<file path="config.mk">
export PLATFORM = sky130hd
export DESIGN_NAME = vga_timing_gen_flat
export DESIGN_NICKNAME = d
export VERILOG_FILES = /design/src/rtl/vga_timing_gen_if.sv /design/src/rtl/vga_timing_gen.sv /design/src/flat_wrapper.sv
export SDC_FILE = /design/constraint.sdc
export NUM_CORES = 1
export LEC_CHECK = 0
export BUFFER_PORTS_ARGS = -buffer_cell sky130_fd_sc_hd__buf_4
export CAP_MARGIN = 15
export CORE_ASPECT_RATIO = 1.25
export CORE_MARGIN = 10
export CORE_UTILIZATION = 59
export CTS_CLUSTER_DIAMETER = 40
export DETAILED_ROUTE_END_ITERATION = 8
export PLACE_DENSITY_LB_ADDON = 0.2
export RECOVER_POWER = 100
export SYNTH_ARGS = -nofsm -noshare
export SYNTH_HDL_FRONTEND = slang
export SYNTH_SLANG_ARGS = --single-unit
</file>
<file path="constraint.sdc">
create_clock -name clk_in -period 2.75 [get_ports clk_in]
set_input_delay 0.4125 -clock clk_in [delete_from_list [all_inputs] [get_ports clk_in]]
set_output_delay 0.4125 -clock clk_in [all_outputs]
set_load 0.01 [all_outputs]
</file>
<file path="src/rtl/vga_timing_gen_if.sv">
// Raster timing bundle: pixel strobe, syncs, active flag, coordinates, line/frame strobes.
// Latency: none, wires only; the master registers every signal.
// Backpressure: none; consumers sample on the pixel strobe and cannot stall the raster.
//
// Signals:
//   o_pix_stb   one-clk pulse per pixel advance
//   o_hs, o_vs  horizontal / vertical sync, active low
//   o_active    current pixel lies in the visible area
//   o_x, o_y    visible column / row, 0 outside the visible area
//   o_line_end  pulse when the raster wraps to the start of a line
//   o_frame_end pulse when the raster enters the first blanking line
//   o_pattern   colour-bar index 0..7 (only with VGA_TEST_PATTERN_EN)

interface vga_timing_gen_if;
    logic       o_pix_stb;
    logic       o_hs;
    logic       o_vs;
    logic       o_active;
    logic [9:0] o_x;
    logic [8:0] o_y;
    logic       o_line_end;
    logic       o_frame_end;
`ifdef VGA_TEST_PATTERN_EN
    logic [2:0] o_pattern;
`endif

    modport master (
        output o_pix_stb,
        output o_hs,
        output o_vs,
        output o_active,
        output o_x,
        output o_y,
        output o_line_end,
`ifdef VGA_TEST_PATTERN_EN
        output o_pattern,
`endif
        output o_frame_end
    );

    modport slave (
        input o_pix_stb,
        input o_hs,
        input o_vs,
        input o_active,
        input o_x,
        input o_y,
        input o_line_end,
`ifdef VGA_TEST_PATTERN_EN
        input o_pattern,
`endif
        input o_frame_end
    );
endinterface

</file>
<file path="src/rtl/vga_timing_gen.sv">
// VGA raster timing generator (640x480@60 by default) with pixel-rate divider.
// Latency: outputs are registered and change on the same clk edge as the counters.
// Backpressure: none; the raster free-runs and consumers follow o_pix_stb.
//
// Ports:
//   clk_in   board clock, the only clock
//   i_rst    asynchronous active-low reset; aborts the current frame
//   vid      vga_timing_gen_if.master carrying all timing outputs
//
// Optional feature: define VGA_TEST_PATTERN_EN to add vid.o_pattern, an
// eight-bar column index (80-pixel bars) aligned with vid.o_x.

module vga_timing_gen #(
    parameter int CLK_DIV  = 2,
    parameter int H_ACTIVE = 640,
    parameter int H_FP     = 16,
    parameter int H_SYNC   = 96,
    parameter int H_BP     = 48,
    parameter int V_ACTIVE = 480,
    parameter int V_FP     = 10,
    parameter int V_SYNC   = 2,
    parameter int V_BP     = 33
) (
    input  logic              clk_in,
    input  logic              i_rst,
    vga_timing_gen_if.master  vid
);

    localparam int H_TOTAL = H_ACTIVE + H_FP + H_SYNC + H_BP;
    localparam int V_TOTAL = V_ACTIVE + V_FP + V_SYNC + V_BP;

    // Counter bounds, pre-sized to the 10-bit counters.
    localparam logic [9:0] H_LAST   = 10'(H_TOTAL - 1);
    localparam logic [9:0] H_VIS    = 10'(H_ACTIVE);
    localparam logic [9:0] HS_BEGIN = 10'(H_ACTIVE + H_FP);
    localparam logic [9:0] HS_END   = 10'(H_ACTIVE + H_FP + H_SYNC);
    localparam logic [9:0] V_LAST   = 10'(V_TOTAL - 1);
    localparam logic [9:0] V_VIS    = 10'(V_ACTIVE);
    localparam logic [9:0] VS_BEGIN = 10'(V_ACTIVE + V_FP);
    localparam logic [9:0] VS_END   = 10'(V_ACTIVE + V_FP + V_SYNC);

    // A 1-bit divider is kept for CLK_DIV = 1; it then sits at 0 and the
    // strobe compare is always true.
    localparam int              DIV_W    = (CLK_DIV > 1) ? $clog2(CLK_DIV) : 1;
    localparam logic [DIV_W-1:0] DIV_LAST = DIV_W'(CLK_DIV - 1);

    // ------------------------------------------------------------------
    // Pixel-rate divider
    // ------------------------------------------------------------------
    logic [DIV_W-1:0] div_cnt;
    logic             stb;

    assign stb = (div_cnt == DIV_LAST);

    always_ff @(posedge clk_in or negedge i_rst) begin
        if (!i_rst) begin
            div_cnt <= '0;
        end else if (stb) begin
            div_cnt <= '0;
        end else begin
            div_cnt <= div_cnt + 1'b1;
        end
    end

    // ------------------------------------------------------------------
    // Raster position: current and next values
    // ------------------------------------------------------------------
    logic [9:0] h_cnt;
    logic [9:0] v_cnt;
    logic [9:0] h_nxt;
    logic [9:0] v_nxt;
    logic       h_wrap;

    always_comb begin
        h_wrap = (h_cnt == H_LAST);
        h_nxt  = h_wrap ? 10'd0 : h_cnt + 10'd1;
        v_nxt  = v_cnt;
        if (h_wrap) begin
            v_nxt = (v_cnt == V_LAST) ? 10'd0 : v_cnt + 10'd1;
        end
    end

    always_ff @(posedge clk_in or negedge i_rst) begin
        if (!i_rst) begin
            h_cnt <= '0;
            v_cnt <= '0;
        end else if (stb) begin
            h_cnt <= h_nxt;
            v_cnt <= v_nxt;
        end
    end

    // ------------------------------------------------------------------
    // Output decode from the next position, so the registered outputs
    // describe the same pixel the counters hold after the edge.
    // ------------------------------------------------------------------
    logic       hs_nxt;
    logic       vs_nxt;
    logic       act_nxt;
    logic [9:0] x_nxt;
    logic [8:0] y_nxt;
    logic       frame_nxt;

    always_comb begin
        hs_nxt    = !((h_nxt >= HS_BEGIN) && (h_nxt < HS_END));
        vs_nxt    = !((v_nxt >= VS_BEGIN) && (v_nxt < VS_END));
        act_nxt   = (h_nxt < H_VIS) && (v_nxt < V_VIS);
        x_nxt     = act_nxt ? h_nxt : 10'd0;
        y_nxt     = act_nxt ? v_nxt[8:0] : 9'd0;
        frame_nxt = h_wrap && (v_nxt == V_VIS);
    end

    logic       pix_stb_q;
    logic       hs_q;
    logic       vs_q;
    logic       act_q;
    logic [9:0] x_q;
    logic [8:0] y_q;
    logic       line_end_q;
    logic       frame_end_q;

    always_ff @(posedge clk_in or negedge i_rst) begin
        if (!i_rst) begin
            pix_stb_q   <= 1'b0;
            hs_q        <= 1'b1;
            vs_q        <= 1'b1;
            act_q       <= 1'b1;   // (0,0) is visible
            x_q         <= '0;
            y_q         <= '0;
            line_end_q  <= 1'b0;
            frame_end_q <= 1'b0;
        end else if (stb) begin
            pix_stb_q   <= 1'b1;
            hs_q        <= hs_nxt;
            vs_q        <= vs_nxt;
            act_q       <= act_nxt;
            x_q         <= x_nxt;
            y_q         <= y_nxt;
            line_end_q  <= h_wrap;
            frame_end_q <= frame_nxt;
        end else begin
            // Level outputs hold; the strobes last a single clk.
            pix_stb_q   <= 1'b0;
            line_end_q  <= 1'b0;
            frame_end_q <= 1'b0;
        end
    end

    assign vid.o_pix_stb   = pix_stb_q;
    assign vid.o_hs        = hs_q;
    assign vid.o_vs        = vs_q;
    assign vid.o_active    = act_q;
    assign vid.o_x         = x_q;
    assign vid.o_y         = y_q;
    assign vid.o_line_end  = line_end_q;
    assign vid.o_frame_end = frame_end_q;

`ifdef VGA_TEST_PATTERN_EN
    // ------------------------------------------------------------------
    // Column bars: a pixel-in-bar counter that rolls the bar index every
    // 80 pixels, cleared at each line start. Past the visible area the
    // index may keep rolling; the output is masked there anyway.
    // ------------------------------------------------------------------
    localparam logic [6:0] BAR_LAST = 7'd79;

    logic [6:0] bar_px;
    logic [2:0] bar_idx;
    logic [6:0] bar_px_nxt;
    logic [2:0] bar_idx_nxt;
    logic [2:0] pat_q;

    always_comb begin
        bar_px_nxt  = bar_px + 7'd1;
        bar_idx_nxt = bar_idx;
        if (h_wrap) begin
            bar_px_nxt  = '0;
            bar_idx_nxt = '0;
        end else if (bar_px == BAR_LAST) begin
            bar_px_nxt  = '0;
            bar_idx_nxt = bar_idx + 3'd1;
        end
    end

    always_ff @(posedge clk_in or negedge i_rst) begin
        if (!i_rst) begin
            bar_px  <= '0;
            bar_idx <= '0;
            pat_q   <= '0;
        end else if (stb) begin
            bar_px  <= bar_px_nxt;
            bar_idx <= bar_idx_nxt;
            pat_q   <= act_nxt ? bar_idx_nxt : 3'd0;
        end
    end

    assign vid.o_pattern = pat_q;
`endif

endmodule

</file>
<file path="src/flat_wrapper.sv">
// flat-port wrapper written by rule: the top's interface ports become plain ports
module vga_timing_gen_flat 
#(
    parameter int CLK_DIV  = 2,
    parameter int H_ACTIVE = 640,
    parameter int H_FP     = 16,
    parameter int H_SYNC   = 96,
    parameter int H_BP     = 48,
    parameter int V_ACTIVE = 480,
    parameter int V_FP     = 10,
    parameter int V_SYNC   = 2,
    parameter int V_BP     = 33
)
  (clk_in, i_rst, vid_o_pix_stb, vid_o_hs, vid_o_vs, vid_o_active, vid_o_x, vid_o_y, vid_o_line_end, vid_o_frame_end);
  vga_timing_gen_if vid_i ();
  input  logic clk_in;
  input  logic i_rst;
  output wire logic [$bits(vid_i.o_pix_stb)-1:0] vid_o_pix_stb;
  output wire logic [$bits(vid_i.o_hs)-1:0] vid_o_hs;
  output wire logic [$bits(vid_i.o_vs)-1:0] vid_o_vs;
  output wire logic [$bits(vid_i.o_active)-1:0] vid_o_active;
  output wire logic [$bits(vid_i.o_x)-1:0] vid_o_x;
  output wire logic [$bits(vid_i.o_y)-1:0] vid_o_y;
  output wire logic [$bits(vid_i.o_line_end)-1:0] vid_o_line_end;
  output wire logic [$bits(vid_i.o_frame_end)-1:0] vid_o_frame_end;
  assign vid_o_pix_stb = vid_i.o_pix_stb;
  assign vid_o_hs = vid_i.o_hs;
  assign vid_o_vs = vid_i.o_vs;
  assign vid_o_active = vid_i.o_active;
  assign vid_o_x = vid_i.o_x;
  assign vid_o_y = vid_i.o_y;
  assign vid_o_line_end = vid_i.o_line_end;
  assign vid_o_frame_end = vid_i.o_frame_end;
  vga_timing_gen #(.CLK_DIV(CLK_DIV), .H_ACTIVE(H_ACTIVE), .H_FP(H_FP), .H_SYNC(H_SYNC), .H_BP(H_BP), .V_ACTIVE(V_ACTIVE), .V_FP(V_FP), .V_SYNC(V_SYNC), .V_BP(V_BP)) u_core (.clk_in(clk_in), .i_rst(i_rst), .vid(vid_i));
endmodule
</file>
==> flow_metrics.env, run 1 <==
export IMPL_critical_path_class="flip-flop to flip-flop"
export IMPL_synth_edf_count=0
export IMPL_switching_share_pct=23.0
export IMPL_pwr_share_clk_pct=38.4
export IMPL_yosysMostFrequentCell="dfrtp_1"
export IMPL_rrSetupSlack_ns=0.26
export IMPL_timing_fmax_mhz=401
export IMPL_synth_commonest_cells="dfrtp_1 (43), nand2_1 (35), o21ai_0 (23)"
export IMPL_drv_cap=1
export IMPL_tritoncts="yes"
export IMPL_pwr_share_comb_pct=1.1
export IMPL_path_max_fanout=13
export IMPL_critPathLaunch="u_core.h_cnt[0]$_DFFE_PN0P_"
export IMPL_overflow=0
export IMPL_area_delta_synth_final_pct=7.26
export IMPL_r2r_end="u_core.vid.o_frame_end$_DFF_PN0_"
export IMPL_fin_crit_sh_pct=90.6
export IMPL_vias=2142
export IMPL_synth_top_area_share_pct=40.8
export IMPL_cts_setup_buffers=0
export IMPL_crit_arrival_ns=2.68
export IMPL_status="complete, but fails checks"
export IMPL_synthArstFlopShare_pct=100
export IMPL_place_congestion=0.953
export IMPL_chipWidth_um=79.8
export IMPL_rsz0062_at_grt="false"
export IMPL_antenna_found_initial=0
export IMPL_drive_above_1_share_pct=9.56
export IMPL_dieArea_um2=7560
export IMPL_die_height_um=94.7
export IMPL_port_buffers=26
export IMPL_h_tree_depth=2
export IMPL_fin_nets=297
export IMPL_tightest_slew_ns=2.40
export IMPL_internal_power_w=0.000860
export IMPL_r2r_start="u_core.h_cnt[0]$_DFFE_PN0P_"
export IMPL_synth_distinct_cells=61
export IMPL_synth_top_area_cell="dfrtp_1"
export IMPL_path_clk_slew_ns=0.09
export IMPL_ir_drop_mv=0.358
export IMPL_grt_usage_pct=17.3
export IMPL_synth_top_cells_by_area="dfrtp_1 (41%), nand2_1 (5.0%), o2bb2ai_1 (5.0%)"
export IMPL_clock_latency_ns=0.31
export IMPL_n_fill_cell=385
export IMPL_hold_buffers=0
export IMPL_clock_path_buffers=2
export IMPL_violations="max-capacitance violations, max-slew violations"
export IMPL_clock_sinks=46
export IMPL_hold_path_class="flip-flop to flip-flop"
export IMPL_ys_flop_type="dfrtp_1"
export IMPL_critical_path_endpoint="u_core.vid.o_frame_end$_DFF_PN0_"
export IMPL_core_um2=4360
export IMPL_setup_viol=0
export IMPL_regArea_um2=1150
export IMPL_final_max_slew_viol_count=47
export IMPL_synth_area_um2=2640
export IMPL_fin_skew_ns=0.0192
export IMPL_synth_area_per_cell_um2=9.59
export IMPL_yosys_warnings=0
export IMPL_fin_ws_ns=0.257
export IMPL_drtIter0Drc=211
export IMPL_io_pin_count=27
export IMPL_antenna_cells=0
export IMPL_cp_end_kind="flip-flop"
export IMPL_start_util_pct=60.5
export IMPL_timing_hold_violations_final=0
export IMPL_wl_per_cell_um=17.5
export IMPL_worstPathRequired_ns=2.94
export IMPL_syn_nets=280
export IMPL_reg2reg_depth=8
export IMPL_route_detailed_drc=0
export IMPL_p_leak_nw=1.15
export IMPL_ant_nets=0
export IMPL_place_ws_ns=0.169
export IMPL_hpwl_um=4450
export IMPL_syn_inst=275
export IMPL_power_density_nw_per_um2=395
export IMPL_clockRootBuffer="clkbuf_8"
export IMPL_worstSetupStartpointType="flip-flop"
export IMPL_tns_ns=0
export IMPL_firstDrtPassIters=4
export IMPL_slew_headroom_pct=-59.7
export IMPL_yosys_register_bits=46
export IMPL_post_drt_via_cell_ratio=6.10
export IMPL_finalCriticalPeriod_ns=2.49
export IMPL_multi_input_area_um2=1280
export IMPL_grt_pass1_vias=2110
export IMPL_seq_power_share_pct=60.5
export IMPL_wirelength_um=6140
export IMPL_grt_max_degree=47
export IMPL_rows=27
export IMPL_grt_pass1_wl_um=10500
export IMPL_switchingPower_w=0.000257
export IMPL_cts_made_buffers=5
export IMPL_yosysSeqAreaShare_pct=43.8
==> layer usage <==
metal / track usage, % / vias up / part of all wire [%]
met5: 0 / - / 0
met2: 30.5 / 64 / 52
met1: 19.8 / 1039 / 41
met3: 3.71 / 10 / 5.0
met4: 6.62 / 0 / 2.3
li1: - / 1029 / -
==> area by class of cell <==
class / count / share of cell area (%)
Timing Repair Buffer: 33 / 5.88
Clock inverter: 3 / 0.885
Tap cell: 58 / 2.57
Multi-Input combinational cell: 190 / 45.3
Inverter: 16 / 2.12
Clock buffer: 5 / 2.43
Sequential cell: 46 / 40.8
==> power by group through the flow <==
stage	Clock (W)	Sequential, W	Combinational [W]
final	0.000429	0.000676	0.0000126
after global routing	0.000455	0.000676	0.0000150
after CTS	0.000437	0.000676	0.0000143
after detailed placement	0	0.000689	0.0000146
after global placement	0	0.000689	0.0000139
after floorplan	0	0.000689	0.000000000511
==> how the worst min path moves through the flow <==
stage | startpoint | to | slack, ns | depth (start not counted)
floorplan | i_rst | u_core.div_cnt$_DFF_PN0_ | 0.12 | 0
global placement | i_rst | u_core.vid.o_y[1]$_DFFE_PN0P_ | 0.44 | 1
detailed placement | i_rst | u_core.vid.o_y[6]$_DFFE_PN0P_ | 0.45 | 1
CTS | i_rst | u_core.vid.o_y[7]$_DFFE_PN0P_ | 0.10 | 1
global route | u_core.vid.o_x[8]$_DFFE_PN0P_ | u_core.vid.o_x[8]$_DFFE_PN0P_ | 0.51 | 1
finish | u_core.vid.o_x[8]$_DFFE_PN0P_ | u_core.vid.o_x[8]$_DFFE_PN0P_ | 0.49 | 1
==> stage by stage <==
stage                     std cells  hold WS (ns)  total power, W  instance area [um2]  utilization [%]
after floorplan                 275         0.117        0.000689                 2640                -
after global placement          343         0.439        0.000703                 2850             65.3
after detailed placement        343         0.453        0.000704                 2850             65.3
after CTS                       351         0.104         0.00113                 2940             67.4
after global routing            351         0.510         0.00115                 2830             64.9
final                           351         0.490         0.00112                 2830             64.9
==> flip-flops by register name (all words and copies together) (netlist names) <==
register	flops
u_core.vid.o_hs	1
u_core.v_cnt	10
u_core.vid.o_pix_stb	1
u_core.h_cnt	10
u_core.vid.o_y	9
u_core.vid.o_line_end	1
u_core.vid.o_vs	1
u_core.vid.o_active	1
u_core.div_cnt	1
u_core.vid.o_frame_end	1
u_core.vid.o_x	10
==> cell families (layout without fill, tap and decap cells) <==
logic type,count (synthesis),after routing,synth area share [%]
and+or+nand+nor,92,92,18.9
AOI/OAI and AO/OA,75,75,22.2
DFF,46,46,43.8
buffers and inverters,39,57,6.98
xor gates and xnor gates,18,18,5.98
adders and majority gates,3,3,1.42
muxes,2,2,0.759
==> critical path: stages, from the launching register on <==
cell       delay [ns]
dfrtp_1          0.42
ha_1             0.27
and4_4           0.35
nand3_4          0.16
buf_4            0.22
o32a_1           0.17
a22oi_2          0.20
o2111ai_1        0.20
a2111oi_2        0.38
==> timing repair <==
item	CTS	global route
resized for setup	0	1
endpoints found under the setup margin	0	3
hold endpoints to repair	0	0
==> cells in the final DEF, fill, tap and decap left out, types with 3 or more instances in the layout <==
cell type	count
dfrtp_1	43
nand2_1	35
clkbuf_1	25
o21ai_0	23
inv_1	15
o2bb2ai_1	15
xnor2_1	13
nand3_1	12
nor3_1	10
buf_4	7
nor2_1	6
a31oi_1	5
xor2_1	5
clkbuf_8	5
or3_1	4
a21oi_1	4
o31ai_1	4
and3_1	3
nand4_1	3
ha_1	3
(Power assumes the default switching activity.)
==> inputs of run 2 (changes only) <==
--- a/config.mk
+++ b/config.mk
@@ -7,9 +7,11 @@
 export LEC_CHECK = 0
 export BUFFER_PORTS_ARGS = -buffer_cell sky130_fd_sc_hd__buf_4
 export CAP_MARGIN = 15
+export CELL_PAD_IN_SITES_DETAIL_PLACEMENT = 1
+export CELL_PAD_IN_SITES_GLOBAL_PLACEMENT = 1
 export CORE_ASPECT_RATIO = 1.25
 export CORE_MARGIN = 10
-export CORE_UTILIZATION = 59
+export CORE_UTILIZATION = 45
 export CTS_CLUSTER_DIAMETER = 40
 export DETAILED_ROUTE_END_ITERATION = 8
 export PLACE_DENSITY_LB_ADDON = 0.2
==> run 2 against run 1 <==
  * Final area rose by 2.8%
  * Clock power rose by 20%
  * Global-route usage fell by 0.40 points
  * Setup slack got worse by 0.097 ns
  * Combinational power barely moved
  * Via count rose by 1.6%
  * Routed wire length rose by 20%
  * Register-to-register slack got worse by 0.097 ns
  * Largest power group unchanged
  * Clock-buffer cell count rose by 1
  * Total power rose by 7.5%
  * The flow still finishes with violations (max-capacitance violations, max-slew violations)
==> flow_metrics.env, run 2 (synthesis gave the netlist of run 1 again) <==
export IMPL_h_tree_depth=2
export IMPL_antenna_cells=0
export IMPL_path_max_fanout=18
export IMPL_cp_end_kind="flip-flop"
export IMPL_fin_crit_sh_pct=94.2
export IMPL_overflow=0
export IMPL_clock_latency_ns=0.31
export IMPL_die_height_um=106
export IMPL_drtIter0Drc=108
export IMPL_setup_viol=0
export IMPL_cts_setup_buffers=0
export IMPL_path_clk_slew_ns=0.09
export IMPL_worstPathRequired_ns=2.95
export IMPL_final_common_cell="dfrtp_1"
export IMPL_cts_made_buffers=5
export IMPL_hold_path_class="flip-flop to flip-flop"
export IMPL_firstDrtPassIters=4
export IMPL_wirelength_um=7380
export IMPL_final_max_slew_viol_count=47
export IMPL_finalCriticalPeriod_ns=2.59
export IMPL_io_pin_count=27
export IMPL_grt_usage_pct=16.9
export IMPL_drv_cap=1
export IMPL_ir_drop_mv=0.307
export IMPL_rsz0062_at_grt="false"
export IMPL_timing_hold_violations_final=0
export IMPL_place_congestion=0.903
export IMPL_antenna_found_initial=0
export IMPL_grt_pass1_vias=2357
export IMPL_drive_above_1_share_pct=10.8
export IMPL_p_leak_nw=1.19
export IMPL_status="complete, but fails checks"
export IMPL_chipWidth_um=88.5
export IMPL_hpwl_um=5300
export IMPL_power_w=0.00120
export IMPL_clock_path_buffers=2
export IMPL_tns_ns=0
export IMPL_vias=2177
export IMPL_clockRootBuffer="clkbuf_8"
export IMPL_ant_nets=0
export IMPL_dieArea_um2=9340
export IMPL_grt_use_met1_pct=20.0
export IMPL_grt_pass1_wl_um=12500
export IMPL_tightest_slew_ns=2.45
export IMPL_met3_usage_pct=2.85
export IMPL_busiest_layer="met2"
export IMPL_grt_util_met2_pct=29.8
export IMPL_start_util_pct=45.9
export IMPL_tritoncts="yes"
export IMPL_grt_max_degree=47
export IMPL_critical_path_class="flip-flop to flip-flop"
export IMPL_clock_sinks=46
export IMPL_route_detailed_drc=0
export IMPL_violations="max-capacitance violations, max-slew violations"
export IMPL_crit_arrival_ns=2.79
export IMPL_hold_buffers=0
export IMPL_fin_skew_ns=0.0117
export IMPL_power_density_nw_per_um2=413
export IMPL_fin_nets=301
export IMPL_core_um2=5740
export IMPL_post_drt_via_cell_ratio=6.00
export IMPL_port_buffers=26
export IMPL_timing_fmax_mhz=386
export IMPL_worstSetupStartpointType="flip-flop"
export IMPL_layout_common_cells="dfrtp_1 (43), nand2_1 (35), clkbuf_1 (27)"
export IMPL_slew_headroom_pct=-63.1
export IMPL_rows=31
export IMPL_area_delta_synth_final_pct=10.3
export IMPL_wl_per_cell_um=20.3
[run 2: critical path, stage by stage (launching register included)]
cell	delay (ns)
dfrtp_1	0.50
inv_1	0.13
ha_1	0.17
nor4b_4	0.26
and4b_2	0.37
nor2b_1	0.11
a2111o_1	0.51
buf_12	0.20
o31ai_1	0.24
[run 2: area by class of cell]
cell class | instances | area (um2)
Clock buffer | 6 | 72.6
Clock inverter | 2 | 37.5
Fill cell | 685 | 2830
Inverter | 16 | 60.1
Multi-Input combinational cell | 190 | 1310
Sequential cell | 46 | 1150
Tap cell | 66 | 82.6
Timing Repair Buffer | 37 | 193
[run 2: repair_timing]
action                                  in CTS  in global routing
endpoints found under the hold margin        0                  0
resized for setup                            0                  2
endpoints found under the setup margin       0                  4
[run 2: stage by stage]
stage               worst slack (ns)  hold slack, ns  area, um2  util (%)  instances
global placement               0.194           0.453       2890      50.3        355
detailed placement             0.120           0.459       2890      50.3        355
floorplan                      0.518           0.117       2640         -        275
global route                  0.0236           0.519       2910      50.6        363
CTS                           0.0792           0.118       3000      52.2        363
finish                         0.161           0.494       2910      50.6        363
[run 2: path summary, 6_finish.rpt]
path	from	endpoint	slack, ns	cells after the start
setup / recovery	u_core.v_cnt[0]$_DFFE_PN0P_	u_core.vid.o_x[6]$_DFFE_PN0P_	0.16	8
hold / removal	u_core.vid.o_x[3]$_DFFE_PN0P_	u_core.vid.o_x[3]$_DFFE_PN0P_	0.49	1
setup reg to reg	u_core.v_cnt[0]$_DFFE_PN0P_	u_core.vid.o_x[6]$_DFFE_PN0P_	0.16	8
hold reg to reg	u_core.vid.o_x[3]$_DFFE_PN0P_	u_core.vid.o_x[3]$_DFFE_PN0P_	0.49	1
max in group asynchronous	i_rst	u_core.h_cnt[9]$_DFFE_PN0P_	0.51	1
min in group asynchronous	i_rst	u_core.vid.o_y[5]$_DFFE_PN0P_	0.85	1
[run 2: metal layers]
layer / wire [um] / vias up / part of all wire, %
met5: 0 / - / 0
met1: 3130 / 1087 / 42
met4: 116 / 0 / 1.6
met2: 3910 / 46 / 53
li1: - / 1035 / -
met3: 229 / 9 / 3.1
[run 2: where the power goes]
group,switching (W),internal [W],total [W]
Sequential,0,0.000676,0.000676
Combinational,0.0000126,0.000000208,0.0000129
Clock,0.000241,0.000272,0.000513
Total,0.000254,0.000948,0.00120
==> inputs of run 3 (changes only) <==
==> constraint.sdc (replaced) <==
create_clock -name clk_in -period 2.75 [get_ports clk_in]
set_input_delay 0.55 -clock clk_in [delete_from_list [all_inputs] [get_ports clk_in]]
set_output_delay 0.55 -clock clk_in [all_outputs]
set_load 0.01 [all_outputs]
==> run 3 against run 2 <==
  * The run now ends clean
  * Flip-flop and latch count stayed put
  * Routed wire length hardly changed
  * Register-to-register slack hardly changed
  * Critical path type unchanged
  * Combinational power hardly changed
  * Sequential share of layout area hardly changed
  * First-iteration DRC count stayed put
  * Non-clock buffer count stayed put
  * Via count stayed put
  * Sequential power hardly changed
  * Worst hold slack worse by 0.041 ns
  * Largest cell class unchanged
==> flow_metrics.env, run 3 (synthesis gave the netlist of run 1 again) <==
export IMPL_drive_above_1_share_pct=11.1
export IMPL_layout_common_cells="dfrtp_1 (43), nand2_1 (35), clkbuf_1 (26)"
export IMPL_crit_arrival_ns=2.79
export IMPL_regArea_um2=1150
export IMPL_switching_share_pct=21.1
export IMPL_timing_hold_violations_final=0
export IMPL_cp_end_kind="flip-flop"
export IMPL_overflow=0
export IMPL_place_congestion=0.903
export IMPL_grt_pass1_vias=2357
export IMPL_setup_viol=0
export IMPL_path_max_fanout=18
export IMPL_final_area_um2=2910
export IMPL_worstSetupStartpointType="flip-flop"
export IMPL_vias=2177
export IMPL_status="complete, no violations"
export IMPL_drtIter0Drc=108
export IMPL_hpwl_um=5300
export IMPL_timing_fmax_mhz=386
export IMPL_path_cells="inv_1, ha_1, nor4b_4, and4b_2, nor2b_1, a2111o_1, buf_12, o31ai_1"
export IMPL_antenna_found_initial=0
export IMPL_ant_nets=0
export IMPL_hold_path_class="input pin to asynchronous set/reset pin"
export IMPL_tightest_slew_ns=1.15
export IMPL_core_um2=5740
export IMPL_path_clk_slew_ns=0.10
export IMPL_internal_power_w=0.000948
export IMPL_fin_crit_sh_pct=94.2
export IMPL_cts_made_buffers=5
export IMPL_n_fill_cell=684
export IMPL_post_drt_via_cell_ratio=6.00
export IMPL_port_buffers=26
export IMPL_fin_ws_ns=0.161
export IMPL_clock_latency_ns=0.31
export IMPL_seq_power_share_pct=56.2
export IMPL_cpPeakStageDelay_ns=0.51
export IMPL_place_ws_ns=0.120
export IMPL_cts_setup_buffers=0
export IMPL_worstPathRequired_ns=2.95
export IMPL_pwr_share_clk_pct=42.7
export IMPL_clock_sinks=46
export IMPL_area_delta_synth_final_pct=10.3
export IMPL_critical_path_class="flip-flop to flip-flop"
export IMPL_antenna_cells=0
export IMPL_rows=31
export IMPL_drv_cap=0
export IMPL_critPathLaunch="u_core.v_cnt[0]$_DFFE_PN0P_"
export IMPL_grt_max_degree=47
export IMPL_dieArea_um2=9340
export IMPL_io_pin_count=27
export IMPL_tritoncts="yes"
export IMPL_final_common_cell="dfrtp_1"
export IMPL_wl_per_cell_um=20.3
export IMPL_wirelength_um=7390
export IMPL_pwr_share_comb_pct=1.1
export IMPL_tns_ns=0
export IMPL_switchingPower_w=0.000254
export IMPL_start_util_pct=45.9
export IMPL_timing_hold_ws_ns=0.453
export IMPL_grt_pass1_wl_um=12500
export IMPL_placed_area_um2=2890
export IMPL_power_w=0.00120
export IMPL_p_leak_nw=1.19
export IMPL_r2r_start="u_core.v_cnt[0]$_DFFE_PN0P_"
export IMPL_grt_usage_pct=16.9
export IMPL_ir_drop_mv=0.307
export IMPL_h_tree_depth=2
export IMPL_fin_skew_ns=0.0117
export IMPL_slew_headroom_pct=23.6
export IMPL_clockRootBuffer="clkbuf_8"
export IMPL_chipWidth_um=88.5
export IMPL_multi_input_area_um2=1310
export IMPL_final_max_slew_viol_count=0
export IMPL_rsz0062_at_grt="false"
export IMPL_worst_path_max_delay_cell="a2111o_1"
export IMPL_power_density_nw_per_um2=413
export IMPL_die_height_um=106
export IMPL_firstDrtPassIters=4
export IMPL_clock_path_buffers=2
export IMPL_finalCriticalPeriod_ns=2.59
export IMPL_route_detailed_drc=0
export IMPL_fin_nets=301
-- run 3: cell counts in the layout (fill, tap and decap cells not counted) --
No cell type changed its count.
-- run 3: path summary, 6_finish.rpt --
kind	to	slack (ns)	cells after the start
max	u_core.vid.o_x[6]$_DFFE_PN0P_	0.16	8
min	u_core.vid.o_y[5]$_DFFE_PN0P_	0.45	1
max reg2reg	u_core.vid.o_x[6]$_DFFE_PN0P_	0.16	8
min reg2reg	u_core.vid.o_x[3]$_DFFE_PN0P_	0.49	1
max in group asynchronous	u_core.h_cnt[9]$_DFFE_PN0P_	1.60	1
min in group clk_in	u_core.vid.o_x[3]$_DFFE_PN0P_	0.49	1
-- run 3: worst max-delay path: cells and delay by family (launching register included) --
kind	cells	cell delay, ns
and+or+nand+nor	3	0.74
AOI/OAI and AO/OA	2	0.75
buffers and inverters	2	0.33
DFF	1	0.50
adders and majority gates	1	0.17
-- run 3: stage by stage --
step                      util [%]  cells
after global routing          50.7    363
after floorplan                  -    275
after global placement        50.3    355
after CTS                     52.2    363
after detailed placement      50.3    355
final                         50.7    363
-- run 3: layout make-up --
class	instances	area share, %
Multi-Input combinational cell	190	44.9
Sequential cell	46	39.7
Timing Repair Buffer	37	6.67
Tap cell	66	2.84
Clock buffer	6	2.50
Inverter	16	2.07
Clock inverter	2	1.29
-- run 3: power groups by stage --
stage / clock network (W) / registers, W / logic [W]
2_1_floorplan: 0 / 0.000689 / 0.000000000511
3_3_place_gp: 0 / 0.000689 / 0.0000146
3_5_place_dp: 0 / 0.000689 / 0.0000150
4_1_cts: 0.000523 / 0.000676 / 0.0000148
5_1_grt: 0.000562 / 0.000676 / 0.0000156
6_report: 0.000513 / 0.000676 / 0.0000131
-- run 3: routing by layer --
metal,routed length (um),up-vias,track usage (%)
met5,0,-,0
met4,116,0,5.21
met3,229,9,2.85
met2,3910,46,29.8
met1,3130,1087,20.0
li1,-,1035,-
-- run 3: repair_timing --
action                                 CTS  global route
endpoints found under the hold margin    0             0
resized for setup                        0             2
setup endpoints to repair                0             4
hold buffers                             0             0
